$ cat src/rtl/fir_pkg.sv
// Shared sizing helpers for the FIR filter and its multiplier.
// No logic, no latency; constant functions only.
// No flow control; used at elaboration time.
package fir_pkg;

  // Ceiling log2; used for the tap-index width and the adder-tree growth.
  function automatic int clog2(input int value);
    int r;
    r = 0;
    for (int i = 0; i < 31; i++) begin
      if ((1 << i) < value) r = i + 1;
    end
    return r;
  endfunction

  // Full-precision accumulator width: one product plus growth from NTAPS adds.
  function automatic int fw(input int dw, input int cw, input int ntaps);
    return dw + cw + clog2(ntaps);
  endfunction

endpackage

$ cat src/rtl/baugh_wooley_mult.sv
// Signed AWxBW multiplier built from a Baugh-Wooley partial-product array.
// Purely combinational, zero cycles of latency.
// No flow control; output follows the inputs.
module baugh_wooley_mult #(
  parameter int AW = 5,
  parameter int BW = 5
) (
  input  logic signed [AW-1:0]    a,
  input  logic signed [BW-1:0]    b,
  output logic signed [AW+BW-1:0] p
);

  localparam int PW = AW + BW;
  // Correction constant absorbing the sign-bit weights of both operands.
  localparam logic [PW-1:0] K = (PW'(1) << (AW - 1)) + (PW'(1) << (BW - 1)) + (PW'(1) << (PW - 1));

  logic [PW-1:0] acc;
  logic          pp;

  // Sum all partial products; terms pairing exactly one sign bit are inverted.
  always_comb begin
    acc = K;
    pp  = 1'b0;
    for (int i = 0; i < AW; i++) begin
      for (int j = 0; j < BW; j++) begin
        pp = a[i] & b[j];
        if ((i == AW - 1) != (j == BW - 1)) pp = ~pp;
        acc = acc + (PW'(pp) << (i + j));
      end
    end
  end

  assign p = signed'(acc);

endmodule

$ cat src/rtl/fir_filter_n.sv
// Direct-form NTAPS-tap FIR with runtime-writable coefficients and width fitting.
// Latency 2 cycles from in_valid to out_valid (product stage, sum stage).
// No backpressure: a sample is accepted every in_valid cycle, 1 sample/cycle.
module fir_filter_n
  import fir_pkg::*;
#(
  parameter int DW    = 5,
  parameter int CW    = 5,
  parameter int NTAPS = 4,
  parameter int OW    = 12,
  parameter int SAT   = 1
) (
  input  logic                      clk,
  input  logic                      rst,
  input  logic                      in_valid,
  input  logic signed [DW-1:0]      x_in,
  input  logic                      coef_we,
  input  logic [clog2(NTAPS)-1:0]   coef_addr,
  input  logic signed [CW-1:0]      coef_data,
  output logic                      out_valid,
  output logic signed [OW-1:0]      y_out
);

  localparam int FW = fw(DW, CW, NTAPS);
  localparam int PW = DW + CW;
  localparam int XW = (OW > FW) ? OW : FW;
  localparam logic signed [XW-1:0] YMAX = {{(XW-OW+1){1'b0}}, {(OW-1){1'b1}}};
  localparam logic signed [XW-1:0] YMIN = ~YMAX;

  logic signed [DW-1:0] d    [NTAPS];
  logic signed [DW-1:0] tap  [NTAPS];
  logic signed [CW-1:0] coef [NTAPS];
  logic signed [PW-1:0] prod [NTAPS];
  logic signed [PW-1:0] p_q  [NTAPS];
  logic signed [FW-1:0] sum_c;
  logic signed [FW-1:0] sum_q;
  logic                 v1;
  logic                 v2;

  // Clamp to the OW range when saturating and narrowing, otherwise wrap or sign-extend.
  function automatic logic signed [OW-1:0] fit_width(input logic signed [FW-1:0] s);
    logic signed [XW-1:0] sx;
    sx = XW'(s);
    if (SAT != 0 && OW < FW) begin
      if (sx > YMAX) return OW'(YMAX);
      if (sx < YMIN) return OW'(YMIN);
    end
    return OW'(sx);
  endfunction

  // Tap 0 is the incoming sample so the newest sample is used in its own cycle.
  always_comb begin
    tap[0] = x_in;
    for (int k = 1; k < NTAPS; k++) tap[k] = d[k-1];
  end

  for (genvar g = 0; g < NTAPS; g++) begin : g_mult
    baugh_wooley_mult #(.AW(CW), .BW(DW)) u_mult (
      .a (coef[g]),
      .b (tap[g]),
      .p (prod[g])
    );
  end

  // Delay line advances only on accepted samples and holds through bubbles.
  always_ff @(posedge clk) begin
    if (rst) begin
      for (int k = 0; k < NTAPS; k++) d[k] <= '0;
    end else if (in_valid) begin
      d[0] <= x_in;
      for (int k = 1; k < NTAPS; k++) d[k] <= d[k-1];
    end
  end

  // Coefficient bank; a same-cycle sample still sees the old value.
  always_ff @(posedge clk) begin
    if (rst) begin
      for (int k = 0; k < NTAPS; k++) coef[k] <= '0;
    end else if (coef_we && int'(coef_addr) < NTAPS) begin
      coef[coef_addr] <= coef_data;
    end
  end

  // Stage 1: capture all products for the accepted sample.
  always_ff @(posedge clk) begin
    if (rst) begin
      v1 <= 1'b0;
      for (int k = 0; k < NTAPS; k++) p_q[k] <= '0;
    end else begin
      v1 <= in_valid;
      if (in_valid) begin
        for (int k = 0; k < NTAPS; k++) p_q[k] <= prod[k];
      end
    end
  end

  // Full-precision sign-extended sum of the registered products.
  always_comb begin
    sum_c = '0;
    for (int k = 0; k < NTAPS; k++) sum_c = sum_c + FW'(p_q[k]);
  end

  // Stage 2: capture the sum; held while no new result arrives.
  always_ff @(posedge clk) begin
    if (rst) begin
      v2    <= 1'b0;
      sum_q <= '0;
    end else begin
      v2 <= v1;
      if (v1) sum_q <= sum_c;
    end
  end

  assign out_valid = v2;
  assign y_out     = fit_width(sum_q);

endmodule
$ cat config.mk
export PLATFORM = sky130hd
export DESIGN_NAME = fir_filter_n
export DESIGN_NICKNAME = d
export VERILOG_FILES = /design/src/rtl/fir_pkg.sv /design/src/rtl/baugh_wooley_mult.sv /design/src/rtl/fir_filter_n.sv
export SDC_FILE = /design/constraint.sdc
export NUM_CORES = 1
export LEC_CHECK = 0
export CORE_ASPECT_RATIO = 1.75
export CORE_MARGIN = 2
export CORE_UTILIZATION = 45
export DETAILED_ROUTE_END_ITERATION = 10
export DONT_BUFFER_PORTS = 1
export GPL_ROUTABILITY_DRIVEN = 0
export GPL_TIMING_DRIVEN = 1
export PLACE_DENSITY = 0.63
export SLEW_MARGIN = 20
export SYNTH_ARGS = -nofsm -noshare
export SYNTH_HDL_FRONTEND = slang
export SYNTH_SLANG_ARGS = --single-unit
export TNS_END_PERCENT = 20
$ cat constraint.sdc
create_clock -name clk -period 9.5 [get_ports clk]
set_input_delay 2.375 -clock clk [delete_from_list [all_inputs] [get_ports clk]]
set_output_delay 2.375 -clock clk [all_outputs]
set_load 0.03 [all_outputs]
==> results.md <==
- Status: complete, no violations
- Cells after synthesis: 649
- Post-cts hold buffer count: 0
- Max_slew headroom: 0.4534
- # clock sinks: 89
- Power per cell area: 215.6 nW/um^2
- Compound-Gate Fraction of Synth Area: 0.05328
- Largest family of logic cells by synthesized area: adder cells
- Largest net degree at the start of global routing: 56
- Pleak: 3.389 nW
- IO Count: 29
- Root buf cell: clkbuf_16
- Initial antenna violation count: 0
- Count of final hold-check violations: 0
- Hold WS: 613.8 ps
- Resize count post-CTS: 0
- Critical path's largest stage delay: 610 ps
- Post-DRT Antenna Nets: 0
- Setup TNS: 0 ps
- Nets: 798
- Worst-path fanout max: 6
- Vias in the first global route: 4,663
- Synth top cells by count: inv_1 (109), and2_1 (97), edfxtp_1 (75)
- Final Max Slew Viols: 0
- Peak supply drop: 113.9 uV
- Core area: 15,240 sq um
- H-Tree Depth: 3
- Adder-Cell Fraction of Synth Area: 0.3078
- Grt ovf: 0
- Worst Path Arrival: 5430 ps
- Max-cap viol count: 0
- First-pass GRT wire length: 21.98 mm
- Initial DRC count: 121
- Synth Area in XOR/XNOR: 0.01890
- Top cells by area, synth: edfxtp_1 (32%), fa_1 (19%), ha_1 (12%)
- Post-CTS setup buffers: 0
- Layout overhead on the synthesized area: 7.865%
- Min Tclk post-route: 5254 ps
- Most used flip-flop cell after synthesis: edfxtp_1
- Std cell rows: 60
- Crit. End Element: flip-flop
- CTS buffer count: 9
- Max Fclk: 190.3 MHz
- FF+latch count, synth: 89
- Detailed Routing Iterations Pass 1: 4
- Die Span Y: 168.4 um
- Syn_nets: 797
- WL final: 12.80 mm
- Top-count cell post-synth: inv_1
- Syn Area/Cell: 10.71 sq um
- CP most frequent cell: fa_1
- Critical path's slowest cell: fa_1
- Simple-gate share of the synthesized area: 0.1767
- Post-synth EDFFs: 75
- Clk buf depth: 2
- GRT Overall Usage: 0.1698
- CP Cell Sequence: and2_1, fa_1, inv_1, fa_1, fa_1, inv_1, ha_1, a21o_1, a21o_1, a21oi_1, mux2_2, o211ai_1
- Cell taking the most area after synthesis: edfxtp_1
- Vias per inst: 5.071
- Final Skew: 5.970 ps
- Residual DRC: 0
- Clk_lat worst skew: 340 ps
- Tcrit/Tclk final: 0.5531
- Diode count: 0
- Initial Utilization: 0.4562
- Full die area: 16,500 sq um
- Port bufs: 0
- Seq/Total Area, Yosys: 0.3643
- Crit path launch type: input pin
- Ys async rst share: 0
- Cell variety after synth: 44
- Worst Path Required: 9680 ps
- Wire length per cell: 15.21 um
- Via count: 4,265
- Share of cells above drive strength 1: 0.04885
- Type of the worst min-delay path: flip-flop to flip-flop
- Mapped cell area: 6952 sq um
- Horiz. Die Dim: 97.96 um
- Worst Setup Path Type: input pin to flip-flop
- RSZ-0062 raised after global routing: no
- DP HPWL: 10.47 mm
- Syn. warnings: 0
- Final setup viols: 0
- Reg clk slew, reported paths: 60 ps
- Slew @ Worst Pin: 818.7 ps
- Top cell type's share of synthesized area: 0.3240
- TritonCTS clock tree: yes
- Post-synthesis mux area share: 0.01332
## worst max-delay path: cells and delay by family
family / cells / cell delay, ps
buf+inv: 2 / 140
fa+ha+maj: 4 / 1760
simple gates: 1 / 140
mux: 1 / 350
compound gates: 4 / 670
## final timing paths
check,startpoint,to,slack [ps],depth (start not counted)
hold / removal,y_out[6]$_SDFFE_PP0P_,y_out[6]$_SDFFE_PP0P_,610,2
hold reg to reg,y_out[6]$_SDFFE_PP0P_,y_out[6]$_SDFFE_PP0P_,610,2
setup reg to reg,d[0][11]$_SDFFCE_PN0P_,p_q[3][8]$_SDFFCE_PN0P_,5360,12
setup / recovery,x_in[1],p_q[0][9]$_SDFFCE_PN0P_,4250,12
## area by class of cell
cell class,instances,area [sq um]
timing repair buffer,2,15.01
clock buffer,11,264.0
sequential,89,2532
fill,1364,7741
tap,186,232.7
clock inverter,5,82.58
multi-input combinational,439,3963
inverter,109,409.1
## power breakdown
| group | internal (mW) | leakage [nW] | switching, mW |
|---|---|---|---|
| registers | 0.486 | 0.916 | 0.0648 |
| logic | 0.291 | 2.30 | 0.372 |
| clock network | 0.254 | 0.171 | 0.148 |
## sequential cells by signal, summed over array words and instances (netlist names)
name       cells
coef          20
out_valid      1
p_q           40
d             15
v1             1
y_out         12
## cells in the final DEF, fill, tap and decap left out, types with 3 or more instances in the layout
cell	Yosys	layout
a211oi_1	3	3
a21o_1	13	13
a21oi_1	18	18
and2_1	97	97
and3_1	6	6
clkbuf_16	0	10
dfxtp_1	14	14
edfxtp_1	75	75
fa_1	65	65
ha_1	67	67
inv_1	109	109
mux2i_1	7	7
nand2_1	63	63
nand2b_1	3	3
nand3_1	3	3
nand3b_1	7	7
nor2_1	23	23
nor2b_1	4	4
nor3_1	3	3
nor3b_1	6	6
nor4_1	4	4
o21bai_1	3	3
or2_2	3	3
xnor2_1	10	10
xor2_1	5	5
## per-layer routing
| metal | share of wire | track usage |
|---|---|---|
| met1 | 0.38 | 0.1807 |
| met2 | 0.55 | 0.3124 |
| met3 | 0.028 | 0.03653 |
| met4 | 0.042 | 0.08394 |
| met5 | 0 | 0 |
## cells by family after synthesis
| kind of cell | after synthesis |
|---|---|
| AOI/OAI and AO/OA | 55 |
| xor gates and xnor gates | 15 |
| buffers and inverters | 121 |
| muxes | 9 |
| DFF | 89 |
| and+or+nand+nor | 228 |
| adders and majority gates | 132 |
## metrics by stage
stage | utilization | total power [mW] | instances | setup slack [ps] | area, sq um
3_3_place_gp | 0.4693 | 1.208 | 825 | 3993 | 7152
4_1_cts | 0.4920 | 1.636 | 841 | 4246 | 7498
5_1_grt | 0.4920 | 1.757 | 841 | 4068 | 7498
3_5_place_dp | 0.4693 | 1.229 | 825 | 3896 | 7152
6_report | 0.4920 | 1.617 | 841 | 4246 | 7498
2_1_floorplan | - | 1.079 | 649 | 4088 | 6952
(Power assumes the default switching activity.)
==> patch (same settings) <==
Put a register stage on the output `y_out`, without a reset. The value now appears one clock later. The other outputs are not delayed to match.
--- a/src/rtl/fir_filter_n.sv
+++ b/src/rtl/fir_filter_n.sv
@@ -114,3 +114,5 @@
   assign out_valid = v2;
-  assign y_out     = fit_width(sum_q);
+  always_ff @(posedge clk) begin
+    y_out <= fit_width(sum_q);
+  end
 
Behaviour: not the same (Yosys sat finds a counterexample within 4 cycles, from zero or initial values and one cycle with rst high).
==> patch against the unedited design <==
  * Setup slack got worse by 0.010 ns
  * Largest cell class unchanged
  * Power up 3.9%
  * Area after synthesis grew 3.0%
  * Via count up 1.4%
  * Sequential cell count increased by 12
  * Largest power group unchanged
  * Wire length rose by 2.3%
  * Cell area rose by 2.6%
  * Global-route usage is 0.16 points lower
  * Sequential power rose by 12%
  * Utilization fell by 0.26 points
  * Count of clock-buffer cells in the layout decreased by 2
==> patch: results (changes against the unedited design) <==
Synth
  • Async SR Flop Fraction: 0% (unchanged)
  • Synth area leaders: edfxtp_1 31%, fa_1 18%, ha_1 12%, and2_1 8.5%, dfxtp_1 7.3% (was edfxtp_1 32%, fa_1 19%, ha_1 12%, and2_1 8.7%, inv_1 5.9%)
  • Commonest cells in the netlist: 111 x inv_1, 97 x and2_1, 75 x edfxtp_1, 67 x ha_1, 65 x fa_1 (was 109 x inv_1, 97 x and2_1, 75 x edfxtp_1, 67 x ha_1, 65 x fa_1)
  • Unique masters post-synth: 41 (was 44)
  • Sequential share of the synthesized area: 38.7% (was 36.4%)

Placed design
  • Cell Area, Placed: 0.00738 mm² (was 0.00715 mm²)
  • Pre-CTS setup slack: 3.88 ns (was 3.90 ns)
  • Post-DP HPWL: 10600 µm (was 10500 µm)

Timing
  • Final Hold Slack: 0.350 ns (was 0.614 ns)
  • Fin. max-slew vios: 0 (unchanged)
  • Worst slew pin tran: 0.681 ns (was 0.819 ns)
  • Worst clock skew: 0.00544 ns (was 0.00597 ns)
  • Final hold violation count: 0 (unchanged)
  • Fin crit period: 5.26 ns (was 5.25 ns)

Cells and area
  • Layout cell share with drive strength beyond 1: 4.35% (was 4.89%)
  • # fillers: 1440 (was 1364)
  • Final nets: 809 (was 798)

Worst setup path
  • Launch point of the worst reg-to-reg path: coef[3][3] (was d[0][11])
  • Crit path arrival time: 5.46 ns (was 5.43 ns)
  • Crit path largest cell delay: 0.56 ns (was 0.61 ns)
  • Critical path's slowest cell: fa_1 (unchanged)
  • Critical path's top delay family: adder cells (unchanged)
  • Register-to-register path setup slack: 5.49 ns (was 5.36 ns)
  • Crit path max fanout: 6 (unchanged)

CTS
  • Postcts setup bufs: 0 (unchanged)
  • Worst-case clock buffer depth: 2 (unchanged)
  • CTS H-Tree Depth: 3 (unchanged)
  • Latest clock arrival within the worst-skew pair: about 0.35 ns
  • Clk slew on worst S/H paths: ~0.07 ns
  • CTS-repair resized insts: 0 (unchanged)

Routing
  • DR pass1 iterations: 4 (unchanged)
  • Via/cell ratio: 5.06 (was 5.07)
  • WL/cell: 15.3 µm (was 15.2 µm)
  • Number of DRC markers in iteration 0: 129 (was 121)

Power and ir drop
  • Leak: 0.00346 µW (was 0.00339 µW)
  • Peak supply drop: 0.0813 mV (was 0.114 mV)

Run status
  • Status: finished clean (unchanged)

Hold path
  • Worst hold path startpoint: sum_q[9] (was y_out[6])

Global route
  • GRT Total Usage: 16.8% (was 17.0%)
  • First-pass GRT wire length: 22000 µm (about the same)
  • Antenna violations before repair: 0 (unchanged)
  • Vias in the first global route: 4598 (was 4663)
## patch: changes by cell type after synthesis, sizes merged, moves of 3 or more
cell,change
buf,-3
dfxtp,+12
a21oi,-4
a21o,-3
## patch: worst paths after layout
kind	depth (start not counted)	endpoint
setup / recovery	12	p_q[0][9]
hold / removal	0	y_out[9]
setup reg to reg	12	p_q[3][8]
hold reg to reg	0	y_out[9]
## patch: logic make-up (layout without fill, tap and decap cells)
| logic type | Yosys count | after routing | share of synthesized area [%] |
|---|---|---|---|
| buffers and inverters | 122 | 130 | 6.40 |
| and+or+nand+nor | 225 | 225 | 16.7 |
| xor gates and xnor gates | 17 | 17 | 2.08 |
| adders and majority gates | 132 | 132 | 29.9 |
| muxes | 11 | 11 | 1.57 |
| AOI/OAI and AO/OA | 50 | 50 | 4.67 |
| DFF | 101 | 101 | 38.7 |
## patch: report_power, final
part	internal [µW]	switching [µW]	total [µW]
sequential	549	67.1	616
combinational	298	376	674
clock	212	178	389
total	1060	621	1680
## patch: area by class of cell
class	count	share of cell area, %
well taps	189	3.07
clock inverters	7	1.20
inverters	111	5.41
multi-input cells	435	51.1
flip-flops and latches	101	36.0
repair buffers	3	0.293
clock buffers	9	2.93
## patch: routing by layer
metal  share of wire, %  vias to the layer above  track usage [%]  wire, µm
li1                   -                     2129                -         -
met1                 38                     2116             17.2      4960
met2                 56                       58             32.4      7360
met3                2.1                       20             3.06       278
met4                3.8                        0             7.68       491
met5                  0                        -                0         0
## patch: metrics by stage
stage	power, µW	std cells	util (%)
3_5_place_dp	1310	839	46.9
3_3_place_gp	1280	839	46.9
6_report	1680	855	48.9
2_1_floorplan	1150	658	-
4_1_cts	1700	855	48.9
5_1_grt	1820	855	48.9
